<file path="config.mk">
export PLATFORM = sky130hd
export DESIGN_NAME = ofm_drain
export DESIGN_NICKNAME = d
export VERILOG_FILES = /design/src/rtl/ofm_drain_pkg.sv /design/src/rtl/ofm_drain.sv
export SDC_FILE = /design/constraint.sdc
export NUM_CORES = 1
export LEC_CHECK = 0
export BUFFER_PORTS_ARGS = -buffer_cell sky130_fd_sc_hd__buf_2
export CORE_MARGIN = 10
export CORE_UTILIZATION = 50
export DETAILED_ROUTE_END_ITERATION = 16
export PLACE_DENSITY = 0.86
export SYNTH_ARGS = -nofsm -noshare
export SYNTH_HDL_FRONTEND = slang
export SYNTH_SLANG_ARGS = --single-unit
</file>
<file path="constraint.sdc">
create_clock -name clk -period 5.4 [get_ports clk]
set_clock_uncertainty 0.2 [all_clocks]
set_input_delay 1.08 -clock clk [delete_from_list [all_inputs] [get_ports clk]]
set_output_delay 1.08 -clock clk [all_outputs]
set_load 0.005 [all_outputs]
</file>
<file path="src/rtl/ofm_drain_pkg.sv">
// Shared accelerator definitions for the output-feature-map drain path:
// buffer geometry, lane count and the drain FSM state encoding.
package ofm_drain_pkg;

  localparam int OFM_ADDR_W = 8;   // output-buffer address width
  localparam int OFM_WORD_W = 64;  // output-buffer word width
  localparam int OFM_LANE_W = 16;  // one partial-sum lane
  localparam int OFM_LANES  = 4;   // lanes per buffer word

  typedef enum logic [2:0] {
    IDLE  = 3'd0,
    FETCH = 3'd1,
    LOAD  = 3'd2,
    SEND  = 3'd3,
    DONE  = 3'd4
  } ofm_state_e;

endpackage

</file>
<file path="src/rtl/ofm_drain.sv">
// Drains num_words words from the output buffer and streams each word out
// as four 16-bit partial-sum lanes, most significant lane first.
//
// Handshake: psum_valid/psum_ready follow strict valid/ready semantics. A lane
// moves only on a rising edge where both are 1. Once psum_valid is raised it
// stays high, and psum_data/psum_last stay stable, until that lane is
// accepted. psum_valid never depends combinationally on psum_ready.
module ofm_drain
  import ofm_drain_pkg::*;
#(
  parameter int ADDR_W = OFM_ADDR_W,
  parameter int WORD_W = OFM_WORD_W,
  parameter int LANE_W = OFM_LANE_W
) (
  input  logic              clk,
  input  logic              rst,
  input  logic              start,
  input  logic [ADDR_W:0]   num_words,
  output logic              out_ena,
  output logic [ADDR_W-1:0] out_addr,
  input  logic [WORD_W-1:0] out_dout,
  output logic [LANE_W-1:0] psum_data,
  output logic              psum_valid,
  input  logic              psum_ready,
  output logic              psum_last,
  output logic              busy,
  output logic              done,
  output ofm_state_e        dbg_state
);

  localparam int LANE_IDX_W = $clog2(OFM_LANES);
  localparam logic [LANE_IDX_W-1:0] LANE_LAST = LANE_IDX_W'(OFM_LANES - 1);

  ofm_state_e            state_q, state_d;
  logic [ADDR_W:0]       num_q;    // word count latched at start
  logic [ADDR_W-1:0]     addr_q;   // word counter, doubles as read address
  logic [LANE_IDX_W-1:0] lane_q;   // lane currently presented
  logic [WORD_W-1:0]     hold_q;   // word being unpacked
  logic                  final_word;
  logic                  word_sent;

  // Counter reaches num-1 on the last word; num=256 ends at address 255.
  assign final_word = ({1'b0, addr_q} == (num_q - (ADDR_W + 1)'(1)));
  assign word_sent  = (state_q == SEND) && psum_ready && (lane_q == LANE_LAST);

  // State register plus datapath registers, all cleared asynchronously.
  always_ff @(posedge clk or posedge rst) begin
    if (rst) begin
      state_q <= IDLE;
      num_q   <= '0;
      addr_q  <= '0;
      lane_q  <= '0;
      hold_q  <= '0;
    end else begin
      state_q <= state_d;
      case (state_q)
        IDLE: begin
          if (start) begin
            num_q  <= num_words;
            addr_q <= '0;
          end
        end
        LOAD: begin
          hold_q <= out_dout;
          lane_q <= '0;
        end
        SEND: begin
          if (psum_ready) begin
            lane_q <= lane_q + LANE_IDX_W'(1);
            if (lane_q == LANE_LAST && !final_word) begin
              addr_q <= addr_q + ADDR_W'(1);
            end
          end
        end
        default: ;
      endcase
    end
  end

  // Next-state logic: one read per word, then four lane handshakes.
  always_comb begin
    state_d = state_q;
    case (state_q)
      IDLE: begin
        if (start) begin
          state_d = (num_words == '0) ? DONE : FETCH;
        end
      end
      FETCH: state_d = LOAD;
      LOAD:  state_d = SEND;
      SEND: begin
        if (word_sent) begin
          state_d = final_word ? DONE : FETCH;
        end
      end
      DONE:    state_d = IDLE;
      default: state_d = IDLE;
    endcase
  end

  // Lane mux: lane 0 is the top 16 bits of the held word.
  always_comb begin
    psum_data = '0;
    for (int i = 0; i < OFM_LANES; i++) begin
      if (lane_q == LANE_IDX_W'(i)) begin
        psum_data = hold_q[WORD_W-1-i*LANE_W -: LANE_W];
      end
    end
  end

  // Status and strobes decoded straight from the registered state.
  always_comb begin
    out_ena    = (state_q == FETCH);
    out_addr   = addr_q;
    psum_valid = (state_q == SEND);
    psum_last  = (state_q == SEND) && (lane_q == LANE_LAST) && final_word;
    busy       = (state_q != IDLE);
    done       = (state_q == DONE);
    dbg_state  = state_q;
  end

endmodule

</file>
==> results of run 1 <==
## cells by family after synthesis
| group | synth area share, % |
|---|---|
| xor gates and xnor gates | 1.415 |
| buffers and inverters | 3.031 |
| muxes | 20.61 |
| DFF | 49.65 |
| AOI/OAI and AO/OA | 11.23 |
| and+or+nand+nor | 12.33 |
| adders and majority gates | 1.732 |
## worst max-delay path, stage by stage (launching register included)
cell and delay [ps]:
dfrtp_1 380, inv_1 90, ha_1 460, nor2b_1 950, a22oi_1 190, nor2_1 180
a21oi_1 80, o21ai_0 200, buf_2 150
## through the flow
| step | std cells | hold slack (ps) | setup slack [ps] | utilization (%) |
|---|---|---|---|---|
| after detailed placement | 583 | 297.3 | 1526 | 59.06 |
| after global routing | 599 | 329.9 | 865.6 | 61.75 |
| after global placement | 583 | 289.7 | 1675 | 59.06 |
| after CTS | 599 | 315.8 | 1147 | 61.75 |
| final | 599 | 313.2 | 1081 | 61.75 |
| after floorplan | 391 | 280.6 | 1898 | - |
## routing by layer
metal	wire [um]	share of wire, %
met5	0	0
met4	134	1.2
met3	823	7.5
met2	5300	48
met1	4719	43
## state kept, by name, indices dropped and copies added (netlist names)
signal	cells
dbg_state	3
hold_q	64
out_addr	8
num_q	9
lane_q	2
## worst min path at each step
stage,slack [ps],endpoint,depth (start not counted)
2_1_floorplan,280,hold_q[0],1
3_3_place_gp,290,hold_q[28],1
3_5_place_dp,300,hold_q[39],1
4_1_cts,320,hold_q[20],1
5_1_grt,330,hold_q[20],1
6_report,310,hold_q[12],1
## power by group
group	total, mW	switching [mW]	internal (mW)
clock	0.504	0.230	0.274
sequential	1.15	0.211	0.937
combinational	1.31	0.656	0.653
total	2.96	1.10	1.86
## layout make-up
type / instances / area, sq um
Multi-Input combinational cell: 274 / 2056
Timing Repair Buffer: 110 / 555.5
Tap cell: 105 / 131.4
Clock buffer: 11 / 141.4
Sequential cell: 86 / 2152
Inverter: 8 / 31.28
Clock inverter: 5 / 82.58
Fill cell: 684 / 3191
## cells in the final DEF, fill, tap and decap left out, types with 2 or more instances in the layout
| cell type | synthesis | routed |
|---|---|---|
| nand2_1 | 35 | 35 |
| nor2_1 | 25 | 25 |
| nand3b_1 | 2 | 2 |
| a21oi_1 | 26 | 26 |
| buf_4 | 0 | 2 |
| bufinv_16 | 0 | 2 |
| and2_1 | 3 | 3 |
| o21ai_0 | 18 | 18 |
| buf_2 | 6 | 108 |
| nor3b_1 | 5 | 4 |
| nor2b_1 | 5 | 5 |
| nand3_1 | 6 | 6 |
| a221oi_1 | 2 | 2 |
| a22oi_1 | 13 | 13 |
| xor2_1 | 3 | 3 |
| clkbuf_8 | 0 | 10 |
| ha_1 | 6 | 6 |
| xnor2_1 | 4 | 4 |
| mux2i_1 | 6 | 6 |
| nor3_1 | 3 | 3 |
| clkinv_2 | 0 | 2 |
| nand2b_1 | 5 | 5 |
| dfrtp_1 | 86 | 86 |
| clkinv_4 | 0 | 2 |
| inv_1 | 8 | 7 |
| nand4_1 | 6 | 6 |
| mux2_2 | 74 | 74 |
==> reports/qor.yml, run 1 <==
areaGrowthSynthToFinish_pct: 18.82
synth_top_cell_area_share_pct: 49.65
clock_latency_ps: 340
fp.dieH_um: 113.1
cap_violations: 0
fmax_mhz: 231.5
synth.net_count: 474
layout.nets: 572
p_total_mw: 2.961
synth.distinct_cells: 51
synth_commonest_cells: "86 x dfrtp_1, 74 x mux2_2, 35 x nand2_1"
cts_setup_buffers: 0
drive_above_1_share_pct: 42.31
ys_seq_area_share_pct: 49.65
final_cell_area_sq_um: 5150
finalCriticalPeriod_ps: 4319
via_per_inst: 5.624
cp-end-kind: "output port"
cts_buffer_depth: 2
drt_pass1_iterations: 4
worstHoldStart: "hold_q[12]"
antenna_cells: 0
ir_worst_vdd_mv: 0.3368
ys_top_cells_by_area: "dfrtp_1 50%, mux2_2 19%, nand2_1 3.0%"
endpoint: "psum_data[3]"
rows: 33
r2r_end: "out_addr[6]"
io_pins: 109
yosysMostFrequentCell: "dfrtp_1"
htree_levels: 3
dp_hpwl_um: 8097
synthFlopType: "dfrtp_1"
grt_usage_pct: 17.13
startpoint: "lane_q[1]"
place_congestion: 0.9170
slew_headroom_pct: 21.64
die_w_um: 113.1
critPathLaunchType: "flip-flop"
ctsHoldBuffers: 0
grtUsageMet1_pct: 21.02
synth_seq_cells: 86
syn_avg_cell_area_sq_um: 11.08
reg2reg_depth: 6
clk_pin_slew_ps: 80
setup_tns_ps: 0
crit_arrival_ps: 3040
grt_max_degree: 67
grt_antenna_before_repair: 0
dpl_cell_area_sq_um: 4926
path_class: "flip-flop to output port"
drt_iter0_drc: 263
slew_viol_final: 0
coreArea_sq_um: 8341
r2r-start: "lane_q[0]"
fin_crit_sh_pct: 79.99
critPathRequiredTime_ps: 4120
path_max_fanout: 20
wl_um: 10980
numCtsBuffers: 9
rsz0062_at_grt: "false"
p_leak_nw: 2.389
start_util_pct: 51.97
syn_area_sq_um: 4334
grt_util_met3_pct: 5.811
r2r_slack_ps: 2550
io_buffers: 108
run_status: "complete, no violations"
drc_errors: 0
die_area_sq_um: 12790
yosysWarnings: 0
busiest_layer: "met2"
drtAntennaViolNets: 0
ctsResizeCount: 0
tightest_slew_ps: 1175
p_per_area_nw_per_um2: 574.9
wl_per_cell_um: 18.33
grt_overflow_total: 0
clock_sinks: 86
dr_total_vias: 3369
synth_edf_count: 0
grt_pass1_wl_um: 18250
met2_usage_pct: 28.07
synth_top_cell_by_area: "dfrtp_1"
grt_pass1_vias: 3669
setup_viol: 0
cts_tree: "built"
root_buffer: "clkbuf_8"
syn-instance-count: 391
finalHoldViolCount: 0
synthArstFlopShare_pct: 100.0
min_path_type: "flip-flop to flip-flop"
Power figures use the tool's default switching activity.
==> run 2: changes to the inputs <==
==> constraint.sdc (replaced) <==
create_clock -name clk -period 4.2 [get_ports clk]
set_clock_uncertainty 0.2 [all_clocks]
set_input_delay 0.84 -clock clk [delete_from_list [all_inputs] [get_ports clk]]
set_output_delay 0.84 -clock clk [all_outputs]
set_load 0.005 [all_outputs]
==> run 2 against run 1 <==
Sequential cell count did not move. Non-clock buffer count rose by 3. Global-route usage fell by 0.59 points. Clock power rose by 18%. First-iteration DRC count fell by 27%. Largest power group unchanged. Utilization barely moved. Critical endpoint is now psum_last.
==> reports/qor.yml, run 2 (synthesis results as in run 1) <==
run_status: "complete, no violations"
dr_total_vias: 3453  # +2.5%
final_cell_mix: "108 x buf_2, 86 x dfrtp_1, 74 x mux2_2"
grt_usage_pct: 16.53  # -0.59 points
coreArea_sq_um: 8341  # unchanged
grt_overflow_total: 0  # unchanged
critPathRequiredTime_ps: 3160  # -960 ps
p_leak_nw: 2.393  # +0.16%
grt_antenna_before_repair: 0  # unchanged
place_congestion: 0.9188  # +0.20%
path_buf_inv: 2  # unchanged
wl_per_cell_um: 17.92  # -2.2%
drt_iter0_drc: 192  # -27%
drc_errors: 0  # unchanged
setup_tns_ps: 0  # unchanged
die_w_um: 113.1  # unchanged
rsz0062_at_grt: "false"
antenna_cells: 0  # unchanged
drive_above_1_share_pct: 42.86  # +0.55 points
grt_pass1_wl_um: 17500  # -4.1%
path_max_fanout: 5  # -75%
tightest_slew_ps: 1176  # +0.8273 ps
cts_buffer_depth: 2  # unchanged
p_per_area_nw_per_um2: 728.9  # +27%
clk_pin_slew_ps: 90  # about the same
io_buffers: 108  # unchanged
cp-end-kind: "output port"
slew_viol_final: 0  # unchanged
crit_arrival_ps: 2740  # -300 ps
fp.dieH_um: 113.1  # unchanged
finalCriticalPeriod_ps: 3782
ctsResizeCount: 0  # unchanged
layout_commonest_cell: "buf_2"
drt_pass1_iterations: 5  # +1
clock_sinks: 86  # unchanged
cp_cell_sequence: "inv_1 > ha_1 > o21ba_2 > a221oi_1 > o2111ai_1 > a21oi_1 > a21boi_0 > and2_1 > buf_2"
numCtsBuffers: 9  # unchanged
p_total_mw: 3.756  # +27%
via_per_inst: 5.736  # +2.0%
cpLargestDelayFamily: "compound AO/OA/AOI/OAI gates"
slew_headroom_pct: 21.58  # -0.055 points
fin_cells: 602  # +0.50%
drtAntennaViolNets: 0  # unchanged
cap_violations: 0  # unchanged
finalHoldViolCount: 0  # unchanged
dp_hpwl_um: 8315  # +2.7%
fin_crit_sh_pct: 90.04
htree_levels: 3  # unchanged
holdWs_ps: 226.4  # -86.78 ps
ctsHoldBuffers: 0  # unchanged
rows: 33  # unchanged
wl_um: 10790  # -1.7%
areaGrowthSynthToFinish_pct: 18.88  # about the same
start_util_pct: 51.97  # unchanged
grt_max_degree: 67  # unchanged
fmax_mhz: 264.4
io_pins: 109  # unchanged
final_cell_area_sq_um: 5152  # about the same
cpMaxStageDelayCell: "dfrtp_1"
largest_reg_flops: 64  # unchanged
ir_worst_vdd_mv: 0.4235  # +26%
setup_viol: 0  # unchanged
cts_tree: "built"
root_buffer: "clkbuf_8"
dpl_cell_area_sq_um: 4949  # +0.46%
critPathLaunchType: "flip-flop"
clock_latency_ps: 360  # +20 ps
top_register: "hold_q"
r2r-start: "lane_q[0]"
grt_pass1_vias: 3590  # -2.2%
layout.nets: 575  # +0.52%
cts_setup_buffers: 0  # unchanged
min_path_type: "input pin to async pin"
dp.cells: 586  # +0.51%
max_stage_delay_ps: 440  # -510 ps
startpoint: "num_q[0]"
die_area_sq_um: 12790  # unchanged
path_class: "flip-flop to output port"
-- run 2: cell types whose count changed in the layout (fill, tap and decap cells not counted) --
cell,change
clkinv_4,-1
clkinvlp_4,+1
inv_8,+1
clkbuf_8,-1
inv_6,+2
clkbuf_1,-1
buf_4,+3
bufinv_16,-1
-- run 2: final timing paths --
path / cells past startpoint / slack (ps) / to
setup / recovery: 9 / 420 / psum_last
hold / removal: 2 / 230 / hold_q[11]
setup reg to reg: 6 / 1330 / out_addr[6]
hold reg to reg: 1 / 310 / hold_q[46]
max in group asynchronous: 3 / 2700 / hold_q[28]
min in group clk: 1 / 310 / hold_q[46]
-- run 2: routing by layer --
metal,track usage [%],share of wire [%],up-vias
met3,6.392,9.2,18
met5,0,0,-
li1,-,-,1604
met1,19.22,41,1678
met4,4.569,1.4,0
met2,27.76,49,153
-- run 2: report_power, final --
group | internal [mW] | total, mW | switching [mW]
Sequential | 1.21 | 1.49 | 0.285
Clock | 0.283 | 0.597 | 0.314
Combinational | 0.848 | 1.67 | 0.821
-- run 2: final cells by class --
| type | count | area (sq um) |
|---|---|---|
| Timing Repair Buffer | 113 | 578.1 |
| Inverter | 8 | 31.28 |
| Multi-Input combinational cell | 274 | 2056 |
| Sequential cell | 86 | 2152 |
| Fill cell | 710 | 3188 |
| Clock buffer | 9 | 123.9 |
| Tap cell | 105 | 131.4 |
| Clock inverter | 7 | 80.08 |
-- run 2: metrics by stage --
step	worst slack (ps)	util, %
finish	418.4	61.78
global route	172.4	61.78
floorplan	938.2	-
CTS	440.9	61.78
global placement	927.5	59.33
detailed placement	848.5	59.33
